File: src/rtl/fetch_stage_if.sv
// ---------------------------------------------------------------------------
// fetch_stage_if
//
// Groups every non-clock/reset signal of the instruction-fetch stage into one
// bundle.
//
// Signal summary:
//   stall          : hazard unit asks fetch to hold PC and IF/ID this cycle
//   branch_taken   : decode resolved a taken branch this cycle
//   branch_target  : redirect address (bit 0 ignored)
//   imem_addr      : instruction-memory address (always equals pc)
//   imem_data      : instruction word at imem_addr, returned the same cycle
//   pc             : current program counter
//   if_id_instr    : registered instruction handed to decode
//   if_id_pc_plus2 : registered PC+2 of that instruction
//   if_id_valid    : IF/ID holds a real instruction (0 = bubble)
//   fetch_halted   : fetch stage is frozen after fetching HLT
//
// Modports:
//   master : the fetch stage itself
//   slave  : its environment (hazard unit, decode, instruction memory)
// ---------------------------------------------------------------------------
interface fetch_stage_if;
  logic        stall;
  logic        branch_taken;
  logic [15:0] branch_target;
  logic [15:0] imem_addr;
  logic [15:0] imem_data;
  logic [15:0] pc;
  logic [15:0] if_id_instr;
  logic [15:0] if_id_pc_plus2;
  logic        if_id_valid;
  logic        fetch_halted;

  modport master (
    input  stall, branch_taken, branch_target, imem_data,
    output imem_addr, pc, if_id_instr, if_id_pc_plus2, if_id_valid,
           fetch_halted
  );

  modport slave (
    output stall, branch_taken, branch_target, imem_data,
    input  imem_addr, pc, if_id_instr, if_id_pc_plus2, if_id_valid,
           fetch_halted
  );
endinterface

File: src/rtl/fetch_stage.sv
// ---------------------------------------------------------------------------
// fetch_stage
//
// Instruction-fetch stage of the 16-bit pipelined CPU. Owns the program
// counter, presents it to instruction memory, and registers the returned
// word together with its PC+2 into the IF/ID pipeline register. Handles
// stall and branch-redirect requests and freezes after fetching HLT until a
// taken branch releases it.
//
// Ports:
//   clk   : system clock, all state changes on the rising edge
//   rst_n : asynchronous active-low reset
//   bus   : fetch_stage_if.master (stall/branch inputs, imem bus, IF/ID
//           outputs, pc and fetch_halted status)
//
// Parameters:
//   RESET_PC   : PC value loaded on reset
//   NOP_INSTR  : instruction word written into IF/ID for bubbles
//   HLT_OPCODE : instr[15:12] value that identifies HLT
// ---------------------------------------------------------------------------
module fetch_stage #(
  parameter logic [15:0] RESET_PC   = 16'h0000,
  parameter logic [15:0] NOP_INSTR  = 16'h0000,
  parameter logic [3:0]  HLT_OPCODE = 4'hF
) (
  input logic           clk,
  input logic           rst_n,
  fetch_stage_if.master bus
);

  localparam logic [0:0] RUN  = 1'b0;
  localparam logic [0:0] HALT = 1'b1;

  logic [0:0]  state_q, state_d;
  logic [15:0] pc_q, pc_d;
  logic [15:0] instr_q, instr_d;
  logic [15:0] pc_plus2_q, pc_plus2_d;
  logic        valid_q, valid_d;

  logic [15:0] pc_plus2;
  logic        is_hlt;

  // Bit 0 of the branch target is deliberately dropped to keep pc halfword
  // aligned; this sink keeps that intent visible.
  logic unused_target_lsb;
  assign unused_target_lsb = bus.branch_target[0];

  // Wraps naturally at 16 bits (16'hFFFE + 2 = 16'h0000).
  assign pc_plus2 = pc_q + 16'd2;
  assign is_hlt   = (state_q == RUN) && (bus.imem_data[15:12] == HLT_OPCODE);

  // Next-state selection. The priority order matters: a taken branch must
  // flush the wrong-path word and leave HALT even when stall is raised in
  // the same cycle; stall then freezes everything, including a HALT bubble.
  always_comb begin
    state_d    = state_q;
    pc_d       = pc_q;
    instr_d    = instr_q;
    pc_plus2_d = pc_plus2_q;
    valid_d    = valid_q;

    if (bus.branch_taken) begin
      pc_d       = {bus.branch_target[15:1], 1'b0};
      instr_d    = NOP_INSTR;
      pc_plus2_d = 16'h0000;
      valid_d    = 1'b0;
      state_d    = RUN;
    end else if (bus.stall) begin
      // hold everything
    end else if (state_q == HALT) begin
      instr_d    = NOP_INSTR;
      pc_plus2_d = 16'h0000;
      valid_d    = 1'b0;
    end else if (is_hlt) begin
      // HLT itself goes to decode, but pc stays on the HLT address.
      instr_d    = bus.imem_data;
      pc_plus2_d = pc_plus2;
      valid_d    = 1'b1;
      state_d    = HALT;
    end else begin
      pc_d       = pc_plus2;
      instr_d    = bus.imem_data;
      pc_plus2_d = pc_plus2;
      valid_d    = 1'b1;
    end
  end

  always_ff @(posedge clk or negedge rst_n) begin
    if (!rst_n) begin
      state_q    <= RUN;
      pc_q       <= {RESET_PC[15:1], 1'b0};
      instr_q    <= NOP_INSTR;
      pc_plus2_q <= 16'h0000;
      valid_q    <= 1'b0;
    end else begin
      state_q    <= state_d;
      pc_q       <= pc_d;
      instr_q    <= instr_d;
      pc_plus2_q <= pc_plus2_d;
      valid_q    <= valid_d;
    end
  end

  assign bus.imem_addr      = pc_q;
  assign bus.pc             = pc_q;
  assign bus.if_id_instr    = instr_q;
  assign bus.if_id_pc_plus2 = pc_plus2_q;
  assign bus.if_id_valid    = valid_q;
  assign bus.fetch_halted   = (state_q == HALT);

endmodule

File: src/flat_wrapper.sv
// flat-port wrapper written by rule: the top's interface ports become plain ports
module fetch_stage_flat 
#(
  parameter logic [15:0] RESET_PC   = 16'h0000,
  parameter logic [15:0] NOP_INSTR  = 16'h0000,
  parameter logic [3:0]  HLT_OPCODE = 4'hF
)
  (clk, rst_n, bus_stall, bus_branch_taken, bus_branch_target, bus_imem_data, bus_imem_addr, bus_pc, bus_if_id_instr, bus_if_id_pc_plus2, bus_if_id_valid, bus_fetch_halted);
  fetch_stage_if bus_i ();
  input logic clk;
  input logic rst_n;
  input wire logic [$bits(bus_i.stall)-1:0] bus_stall;
  input wire logic [$bits(bus_i.branch_taken)-1:0] bus_branch_taken;
  input wire logic [$bits(bus_i.branch_target)-1:0] bus_branch_target;
  input wire logic [$bits(bus_i.imem_data)-1:0] bus_imem_data;
  output wire logic [$bits(bus_i.imem_addr)-1:0] bus_imem_addr;
  output wire logic [$bits(bus_i.pc)-1:0] bus_pc;
  output wire logic [$bits(bus_i.if_id_instr)-1:0] bus_if_id_instr;
  output wire logic [$bits(bus_i.if_id_pc_plus2)-1:0] bus_if_id_pc_plus2;
  output wire logic [$bits(bus_i.if_id_valid)-1:0] bus_if_id_valid;
  output wire logic [$bits(bus_i.fetch_halted)-1:0] bus_fetch_halted;
  assign bus_i.stall = bus_stall;
  assign bus_i.branch_taken = bus_branch_taken;
  assign bus_i.branch_target = bus_branch_target;
  assign bus_i.imem_data = bus_imem_data;
  assign bus_imem_addr = bus_i.imem_addr;
  assign bus_pc = bus_i.pc;
  assign bus_if_id_instr = bus_i.if_id_instr;
  assign bus_if_id_pc_plus2 = bus_i.if_id_pc_plus2;
  assign bus_if_id_valid = bus_i.if_id_valid;
  assign bus_fetch_halted = bus_i.fetch_halted;
  fetch_stage #(.RESET_PC(RESET_PC), .NOP_INSTR(NOP_INSTR), .HLT_OPCODE(HLT_OPCODE)) u_core (.clk(clk), .rst_n(rst_n), .bus(bus_i));
endmodule
File: config.mk
export PLATFORM = sky130hd
export DESIGN_NAME = fetch_stage_flat
export DESIGN_NICKNAME = d
export VERILOG_FILES = /design/src/rtl/fetch_stage_if.sv /design/src/rtl/fetch_stage.sv /design/src/flat_wrapper.sv
export SDC_FILE = /design/constraint.sdc
export NUM_CORES = 1
export LEC_CHECK = 0
export ABC_AREA = 1
export BUFFER_PORTS_ARGS = -buffer_cell sky130_fd_sc_hd__buf_2
export CAP_MARGIN = 25
export CORE_MARGIN = 2
export CORE_UTILIZATION = 30
export CTS_CLUSTER_SIZE = 24
export DETAILED_ROUTE_END_ITERATION = 6
export PLACE_DENSITY_LB_ADDON = 0.08
export RECOVER_POWER = 100
export SYNTH_ARGS = -nofsm -noshare
export SYNTH_HDL_FRONTEND = slang
export SYNTH_SLANG_ARGS = --single-unit
File: constraint.sdc
create_clock -name clk -period 2.64 [get_ports clk]
set_input_delay 0.132 -clock clk [delete_from_list [all_inputs] [get_ports clk]]
set_output_delay 0.132 -clock clk [all_outputs]
set_load 0.02 [all_outputs]
==> metrics, run 1 <==
Placed Area=between 2000 and 3000 sq um; max-cap viol count=0; worst skew pair latency=0.31 ns; gr usage total=~16%; Critical Path AT=approximately 2.1 ns; mapped cell area=between 2000 and 3000 sq um; required time of the critical path=2.84 ns; pre-CTS WS=approximately 1.1 ns; Logic pwr share=between 20% and 30%; Cells after DPL=around 480; Psw=649 uW; Post-CTS Setup Repair Bufs=0; Worst setup EP type=flop; Finished Layout Cells=about 490; worst path bufs/invs=3; cell area after layout=2970 sq um; root buffer cell=clkbuf_8; Fin Setup TNS=0 ns; flops & latches, synth=around 50; slowest stage delay, CP=around 0.53 ns; Num CTS Buffers=5; internal power=around 1.1 mW; DRC=0; Detailed Route Iter0 Violations=98; Port Buffer Count=98; Pleak=1.53 nW; clk slew on worst S/H paths=0.11 ns; GPL Wtd Cong=~0.77; Final Slew Violations=0; fin crit share=~72%; Hold Fails Final Rpt=0; Reg power frac=between 50% and 60%; Final ANT Viol Nets=0; first drt pass iteration count=4; TritonCTS clock tree=built; Sink Count=slightly below 50; number of global-route vias before repair=just over 2000; CTS Buffer Depth=2; Mapped Avg Cell Area=between 8 and 9 sq um; PwrDens=598 nW/um^2; fin worst setup slack=between 0.7 and 0.8 ns; DR WL/cell=14.3 um; slowest CP cell=clkinvlp_2; outcome=finished clean; crit path kind=in -> reg; register area share after synthesis=48.8%; Top Family by Delay on Critical Path=buffers and inverters; first-pass GRT wire length=between 10000 and 15000 um; final core utilization=36.3%; Peak VDD IR=between 150 and 200 uV; Worst setup SP type=primary input; grt total ovfl=0; final clock skew=approximately 0.007 ns; Unique masters post-synth=26; die area=9130 sq um; synth-to-layout area growth=17.9%; Yosys top cell by area=dfrtp_1; vias=around 2200; Max Clock Freq=between 0.5 and 0.6 GHz; Cells after Synth=between 200 and 300; Tightest Pin Transition=~1.3 ns; cell row count=33; Hold Slack=between 0.02 and 0.03 ns; Total Wirelength=between 6000 and 7000 um; post-route minimum period=between 1.5 and 2 ns; initial core utilization=30.8%; Vias/cell=between 4 and 5; core area=a little over 8000 sq um; Detail Placement HPWL=between 4000 and 5000 um; setup violators final=0; initial antenna violation count=0; Sw Ratio=36.6%; largest net degree at the start of global routing=50; Worst Hold Class=in -> reg; worst-path fanout max=32; Pwr Total=~1.8 mW; Die Span X=about 96 um; RSZ-0062 raised after global routing=false; share of cells above drive strength 1=15.5%; H-tree levels=2; post-synth top area share=between 40% and 50%; ranking of synthesized cells by area=dfrtp_1 (49%), nand2_1 (17%), a22o_1 (6.3%), buf_4 (5.7%), nand3_1 (4.8%); crit path cell chain=buf_2, clkinvlp_2, nand2_2, inv_1, a22o_1; YS warnings=0; I/O pin total=102; Slew headroom=between 10 and 15%; Clk pwr share=27.0%; nets@finish=between 400 and 500; ANT cells=0; die height=95.6 um
==> power by group through the flow <==
stage	Clock, mW	Combinational, mW	Sequential (mW)
floorplan	0	0.240	0.959
global placement	0	0.440	0.897
detailed placement	0	0.441	0.900
CTS	0.502	0.444	0.884
global route	0.523	0.456	0.897
finish	0.479	0.408	0.885
==> flip-flops by register name (all words and copies together), names as in the netlist <==
register,cells
u_core.bus.imem_addr,15
u_core.bus.if_id_instr,16
u_core.bus.fetch_halted,1
u_core.bus.if_id_pc_plus2,16
u_core.bus.if_id_valid,1
==> final timing paths <==
check,from,to,slack [ns],depth (start not counted)
setup / recovery,bus_branch_taken,u_core.bus.if_id_instr[0]$_DFFE_PN0N_,0.74,5
hold / removal,bus_imem_data[4],u_core.bus.if_id_instr[4]$_DFFE_PN0N_,0.03,2
setup reg to reg,u_core.bus.fetch_halted$_DFFE_PN0N_,u_core.bus.imem_addr[4]$_DFFE_PN0P_,0.77,5
hold reg to reg,u_core.bus.if_id_valid$_DFFE_PN0N_,u_core.bus.if_id_valid$_DFFE_PN0N_,0.48,2
max in group asynchronous,rst_n,u_core.bus.if_id_pc_plus2[14]$_DFFE_PN0N_,1.16,3
min in group asynchronous,rst_n,u_core.bus.if_id_instr[4]$_DFFE_PN0N_,0.69,3
==> layout make-up <==
cell class | count | area, sq um
inverters | 28 | 106
multi-input cells | 196 | 981
fillers | 894 | 5210
repair buffers | 100 | 425
flip-flops and latches | 49 | 1230
well taps | 105 | 131
clock inverters | 3 | 26.3
clock buffers | 5 | 68.8
==> synth_stat cells, drive strengths merged <==
cell / number
a22o: 18
ha: 1
o21a: 1
nand3: 26
o21bai: 1
nand4: 5
nor2: 13
inv: 28
xor2: 1
dfrtp: 49
nand2: 120
buf: 26
conb: 1
a21oi: 1
o21ai: 3
xnor2: 4
==> repair_timing <==
action,CTS,global route
gates resized for setup,0,0
hold buffers,1,0
hold endpoints to repair,49,0
setup endpoints to repair,0,0
==> per-layer routing <==
metal	vias to the layer above	global-route usage, %	part of all wire, %
li1	1088	-	-
met1	1030	22.3	49
met2	61	24.4	44
met3	6	2.85	5.2
met4	0	4.29	1.2
met5	-	0	0
==> layout by cell type (no fill, tap or decap), types with 2 or more instances in the layout <==
master      synthesis  layout
clkinvlp_4          0       2
a22o_1             18      18
nand3_2             2       2
clkbuf_8            0       5
nand4_1             5       5
nand3_1            24      24
o21ai_0             3       3
nor2_1              8      10
buf_2               5      34
clkbuf_1            0      64
nand2_2             4       4
xnor2_2             2       2
conb_1              1       2
inv_1              24      25
xnor2_1             2       2
nor2_4              3       2
nand2_1           115     115
inv_2               3       2
dfrtp_1            49      49
==> cell families after synthesis <==
logic type      after synthesis  share of synthesized area [%]
xor+xnor                      5                           2.34
fa+ha+maj                     1                          0.497
other cells                   1                          0.149
flops                        49                           48.8
simple gates                164                           28.5
compound gates               24                           7.96
buf+inv                      54                           11.8
(Power assumes the default switching activity.)
==> run 2: changes to the inputs <==
clock period = 1.9 ns   (was 2.64 ns; I/O delays follow)
==> run 2 against run 1 <==
Net effect: sequential share of layout area down 0.90 points; clock power up 35%; via count up 0.69%; power up 38%; register-to-register slack worse by 0.52 ns; global-route usage about the same; sequential cell count unchanged; combinational power up 43%; critical path type is now reg -> reg; critical endpoint is now u_core.bus.if_id_instr[13]$_DFFE_PN0N_; largest cell class unchanged; highest routed layer unchanged.
==> metrics, run 2 (same netlist as run 1, synthesis figures left out) <==
outcome=finished clean; final clock skew=0.00566 ns (-0.00135 ns); core area=8180 sq um (unchanged); Slew headroom=10.4% (-3.7 points); Total Wirelength=6810 um (-2.0%); pre-CTS WS=0.347 ns (-0.728 ns); FF-to-FF setup slack=0.25 ns (-0.52 ns); DRC=0 (unchanged); Max Clock Freq=between 0.6 and 0.7 GHz; Port Buffer Count=98 (unchanged); worst reg2reg endpoint=u_core.bus.if_id_instr[13]$_DFFE_PN0N_; most common cell after layout, fill and taps aside=nand2_1; Peak VDD IR=297 uV (+77%); first-pass GRT wire length=10800 um (about the same); PwrDens=810 nW/um^2 (+35%); worst skew pair latency=0.30 ns (about the same); Detailed Route Iter0 Violations=61 (-38%); Sink Count=49 (unchanged); GPL Wtd Cong=0.776 (+1.1%); slowest stage delay, CP=0.40 ns (-0.13 ns); gr usage total=15.6% (-0.050 points); post-route minimum period=1.65 ns; TritonCTS clock tree=built; largest net degree at the start of global routing=29 (-42%); initial antenna violation count=0 (unchanged); Reg2Reg Depth=5 (unchanged); Final Slew Violations=0 (unchanged); fin worst setup slack=0.247 ns (-0.489 ns); Worst Hold Class=in -> reg; required time of the critical path=2.14 ns (-0.70 ns); vias=2200 (+0.69%); number of global-route vias before repair=2090 (+3.0%); slowest CP cell=dfrtp_1; initial core utilization=30.8% (unchanged); Worst Setup SP=u_core.bus.fetch_halted$_DFFE_PN0N_; ANT cells=0 (unchanged); synth-to-layout area growth=20.5%; Pleak=1.57 nW (+2.1%); cell row count=33 (unchanged); Hold Fails Final Rpt=0 (unchanged); crit path cell chain=nor2_1, nand2_2, inv_2, clkbuf_1, a22o_1; grt total ovfl=0 (unchanged); Worst setup SP type=flop; fin crit share=around 87%; Cells after DPL=482 (+1.0%); commonest non-fill, non-tap cells in the layout=nand2_1 (116), clkbuf_1 (66), dfrtp_1 (49); nets@finish=427 (+2.4%); worst path bufs/invs=2 (-1); setup violators final=0 (unchanged); Num CTS Buffers=5 (unchanged); I/O pin total=102 (unchanged); Top Family by Delay on Critical Path=buffers and inverters; Tightest Pin Transition=1.34 ns (+0.0549 ns); DR WL/cell=13.8 um (-3.8%); WP depth=5 (unchanged); HP Start=bus_imem_data[10]; Worst setup EP type=flop; Detail Placement HPWL=5090 um (+5.8%); Fin Setup TNS=0 ns (unchanged); Worst Setup EP=u_core.bus.if_id_instr[13]$_DFFE_PN0N_; RSZ-0062 raised after global routing=false; Vias/cell=4.44 (-1.1%); worst-path fanout max=15 (-53%); H-tree levels=2 (unchanged); Placed Area=3010 sq um (+1.7%); clk slew on worst S/H paths=0.09 ns (-0.02 ns); Critical R2R Launch=u_core.bus.fetch_halted$_DFFE_PN0N_; cell area after layout=3030 sq um (+2.2%); die area=9130 sq um (unchanged); Finished Layout Cells=495 (+1.9%); root buffer cell=clkbuf_8; CTS Buffer Depth=2 (unchanged); Critical Path AT=1.89 ns (-0.21 ns); first drt pass iteration count=4 (unchanged); max-cap viol count=0 (unchanged); crit path kind=reg -> reg; die height=95.6 um (unchanged); share of cells above drive strength 1=14.6% (-0.87 points); Final ANT Viol Nets=0 (unchanged); Die Span X=95.6 um (unchanged)
run 2: cell count changes in the layout (fill, tap and decap cells not counted), sizes merged:
cell	delta
buf	+3
clkinvlp	-2
clkbuf	+3
dlygate4sd3	+5
run 2: worst min path at each step:
stage                                                  end  cells past startpoint  slack, ns
floorplan              u_core.bus.fetch_halted$_DFFE_PN0N_                      0      -0.20
global placement     u_core.bus.if_id_instr[4]$_DFFE_PN0N_                      1       0.12
detailed placement   u_core.bus.if_id_instr[4]$_DFFE_PN0N_                      1       0.12
CTS                 u_core.bus.if_id_instr[10]$_DFFE_PN0N_                      2     0.0001
global route         u_core.bus.if_id_instr[1]$_DFFE_PN0N_                      2      0.002
finish              u_core.bus.if_id_instr[10]$_DFFE_PN0N_                      2       0.01
run 2: cell type report:
class,instances,area (sq um)
sequential,49,1230
fill,930,5140
clock buffer,6,82.6
timing repair buffer,110,520
tap,105,131
clock inverter,1,7.51
inverter,28,108
multi-input combinational,196,956
run 2: stage by stage:
step           util (%)  hold WS (ns)  total power, mW
2_1_floorplan         -        -0.201             1.67
3_3_place_gp       36.8         0.119             1.87
3_5_place_dp       36.8         0.118             1.87
4_1_cts            38.6      0.000128             2.54
5_1_grt            37.1       0.00195             2.61
6_report           37.1        0.0114             2.45
run 2: report_power, final:
group	total, mW	switching, mW	internal, mW
Sequential	1.23	0.100	1.12
Clock	0.647	0.358	0.289
Combinational	0.582	0.403	0.179
Total	2.45	0.861	1.59
run 2: worst reg2reg max path, stage by stage (launching register included):
cell      delay (ns)
dfrtp_1         0.40
nor2_1          0.30
nand2_2         0.11
inv_2           0.25
clkbuf_1        0.33
a22o_1          0.20
run 2: timing repair:
action | in CTS | in global routing
hold endpoints to repair | 26 | 0
gates resized for setup | 0 | 0
buffers inserted | 0 | 0
hold buffers | 6 | 0
setup endpoints to repair | 0 | 0
run 2: per-layer routing:
metal / global-route usage (%) / wire (um)
met1: 22.9 / 3470
met2: 23.5 / 2920
met3: 2.53 / 314
met4: 4.64 / 104
met5: 0 / 0
==> run 3: changes to the inputs <==
REMOVE_ABC_BUFFERS = 1   (was default)
clock period = 1.85 ns   (was 1.9 ns; I/O delays follow)
==> run 3 against run 2 <==
Net effect: cell area grew 1.5%; clock power up 2%; sequential share of layout area decreased by 0.61 points.
==> metrics, run 3 (same netlist as run 1, synthesis figures left out) <==
Num CTS Buffers=5 (unchanged); cell row count=33 (unchanged); Vias/cell=4.40 (-1.0%); first-pass GRT wire length=10300 um (-4.7%); clk slew on worst S/H paths=0.10 ns (about the same); vias=2186 (-0.64%); share of cells above drive strength 1=15.1% (+0.44 points); largest net degree at the start of global routing=50 (+72%); worst-path fanout max=15 (unchanged); GPL Wtd Cong=0.740 (-4.6%); FF-to-FF setup slack=0.34 ns (+0.09 ns); initial antenna violation count=0 (unchanged); most common cell after layout, fill and taps aside=nand2_1; Total Wirelength=6530 um (-4.1%); post-route minimum period=1.51 ns (-0.140 ns); Hold Fails Final Rpt=0 (unchanged); RSZ-0062 raised after global routing=false; worst skew pair latency=0.31 ns (about the same); Worst Setup SP=u_core.bus.fetch_halted$_DFFE_PN0N_; Worst setup EP type=flop; Fin Setup TNS=0 ns (unchanged); HP Start=bus_branch_target[1]; Critical R2R Launch=u_core.bus.fetch_halted$_DFFE_PN0N_; Detail Placement HPWL=4420 um (-13%); core area=8180 sq um (unchanged); Worst setup SP type=flop; Sink Count=49 (unchanged); Reg power frac=50.0% (about the same); Peak VDD IR=287 uV (-3.4%); Pwr Total=2.51 mW (+2.5%); CTS Buffer Depth=2 (unchanged); initial core utilization=30.8% (unchanged); internal power=1.62 mW (+1.4%); number of global-route vias before repair=2013 (-3.7%); DRC=0 (unchanged); max-cap viol count=0 (unchanged); synth-to-layout area growth=22.4%; crit path kind=reg -> reg; Clk pwr share=26.2% (-0.2 points); worst-case hold path end point=u_core.bus.imem_addr[1]$_DFFE_PN0P_; Final Slew Violations=0 (unchanged); Worst Hold Depth=3 (+1); Post-CTS Setup Repair Bufs=0 (unchanged); die area=9130 sq um (unchanged); Sw Ratio=35.8% (+0.67 points); Worst Hold Class=in -> reg; Reg2Reg Depth=5 (unchanged); commonest non-fill, non-tap cells in the layout=nand2_1 (115), clkbuf_1 (65), dfrtp_1 (49); Logic pwr share=23.8% (about the same); Tightest Pin Transition=1.09 ns (-0.253 ns); PwrDens=817 nW/um^2 (+0.92%); Critical Path AT=1.76 ns (-0.13 ns); setup violators final=0 (unchanged); Port Buffer Count=98 (unchanged); DR WL/cell=13.1 um (-4.5%); nets@finish=428 (+0.23%); Max Clock Freq=0.661 GHz (+9.3%); root buffer cell=clkbuf_8; fillers=918 (-1.3%); fin worst setup slack=0.337 ns (+0.0902 ns); Final ANT Viol Nets=0 (unchanged); ANT cells=0 (unchanged); required time of the critical path=2.09 ns (-0.05 ns); die height=95.6 um (unchanged); final clock skew=0.0111 ns (+0.00547 ns); Slew headroom=27.2% (+17 points); fin crit share=81.8% (-5.2 points); pre-CTS WS=0.385 ns (+0.0386 ns); Psw=899 uW (+4.4%); I/O pin total=102 (unchanged); cell area after layout=3080 sq um (+1.5%); grt total ovfl=0 (unchanged); Pleak=1.59 nW (+1.5%); outcome=finished clean; TritonCTS clock tree=built; gr usage total=14.7% (-0.86 points); H-tree levels=2 (unchanged); first drt pass iteration count=4 (unchanged); Detailed Route Iter0 Violations=77 (+26%); worst reg2reg endpoint=u_core.bus.imem_addr[2]$_DFFE_PN0P_; Die Span X=95.6 um (unchanged); Placed Area=2990 sq um (-0.75%)
[run 3: per-stage QoR]
step / hold WS (ns) / utilization, % / std cells
5_1_grt: 0.00152 / 37.6 / 497
3_5_place_dp: 0.255 / 36.5 / 479
6_report: 0.00619 / 37.6 / 497
4_1_cts: 0.000670 / 38.6 / 495
2_1_floorplan: -0.203 / - / 273
3_3_place_gp: 0.254 / 36.5 / 479
[run 3: power by group through the flow]
stage,clock network [mW],registers [mW],logic (mW)
2_1_floorplan,0,1.42,0.213
3_3_place_gp,0,1.28,0.631
3_5_place_dp,0,1.28,0.630
4_1_cts,0.694,1.26,0.646
5_1_grt,0.733,1.28,0.670
6_report,0.659,1.26,0.598
[run 3: how the worst max path moves through the flow]
stage,to,cells past startpoint
4_1_cts,u_core.bus.if_id_pc_plus2[15]$_DFFE_PN0N_,8
2_1_floorplan,u_core.bus.if_id_pc_plus2[15]$_DFFE_PN0N_,8
3_3_place_gp,u_core.bus.if_id_pc_plus2[15]$_DFFE_PN0N_,8
3_5_place_dp,u_core.bus.if_id_pc_plus2[15]$_DFFE_PN0N_,8
5_1_grt,u_core.bus.if_id_instr[1]$_DFFE_PN0N_,5
6_report,u_core.bus.imem_addr[2]$_DFFE_PN0P_,5
[run 3: area by class of cell]
| cell class | instances | area (sq um) | share of cell area [%] |
|---|---|---|---|
| flip-flops and latches | 49 | 1230 | 39.8 |
| inverters | 28 | 105 | 3.41 |
| clock inverters | 3 | 21.3 | 0.691 |
| clock buffers | 5 | 68.8 | 2.24 |
| well taps | 105 | 131 | 4.27 |
| multi-input cells | 196 | 981 | 31.9 |
| repair buffers | 111 | 544 | 17.7 |
[run 3: metal layers]
layer | share of wire (%) | wire length (um) | vias to the layer above | GRT usage, %
li1 | - | - | 1111 | -
met1 | 49 | 3210 | 1004 | 21.0
met2 | 44 | 2890 | 66 | 23.4
met3 | 6.0 | 392 | 5 | 2.77
met4 | 0.64 | 42 | 0 | 2.86
met5 | 0 | 0 | - | 0
[run 3: repair_timing]
action | in CTS | in global routing
gates resized for setup | 0 | 0
hold buffers | 8 | 2
endpoints found under the hold margin | 56 | 2
[run 3: critical path, cell delays in order (launching register included)]
cell and delay [ns]:
dfrtp_1 0.41, nor2_1 0.29, nand2_4 0.18, nor2_4 0.36
nand2_1 0.10, nand3_1 0.09
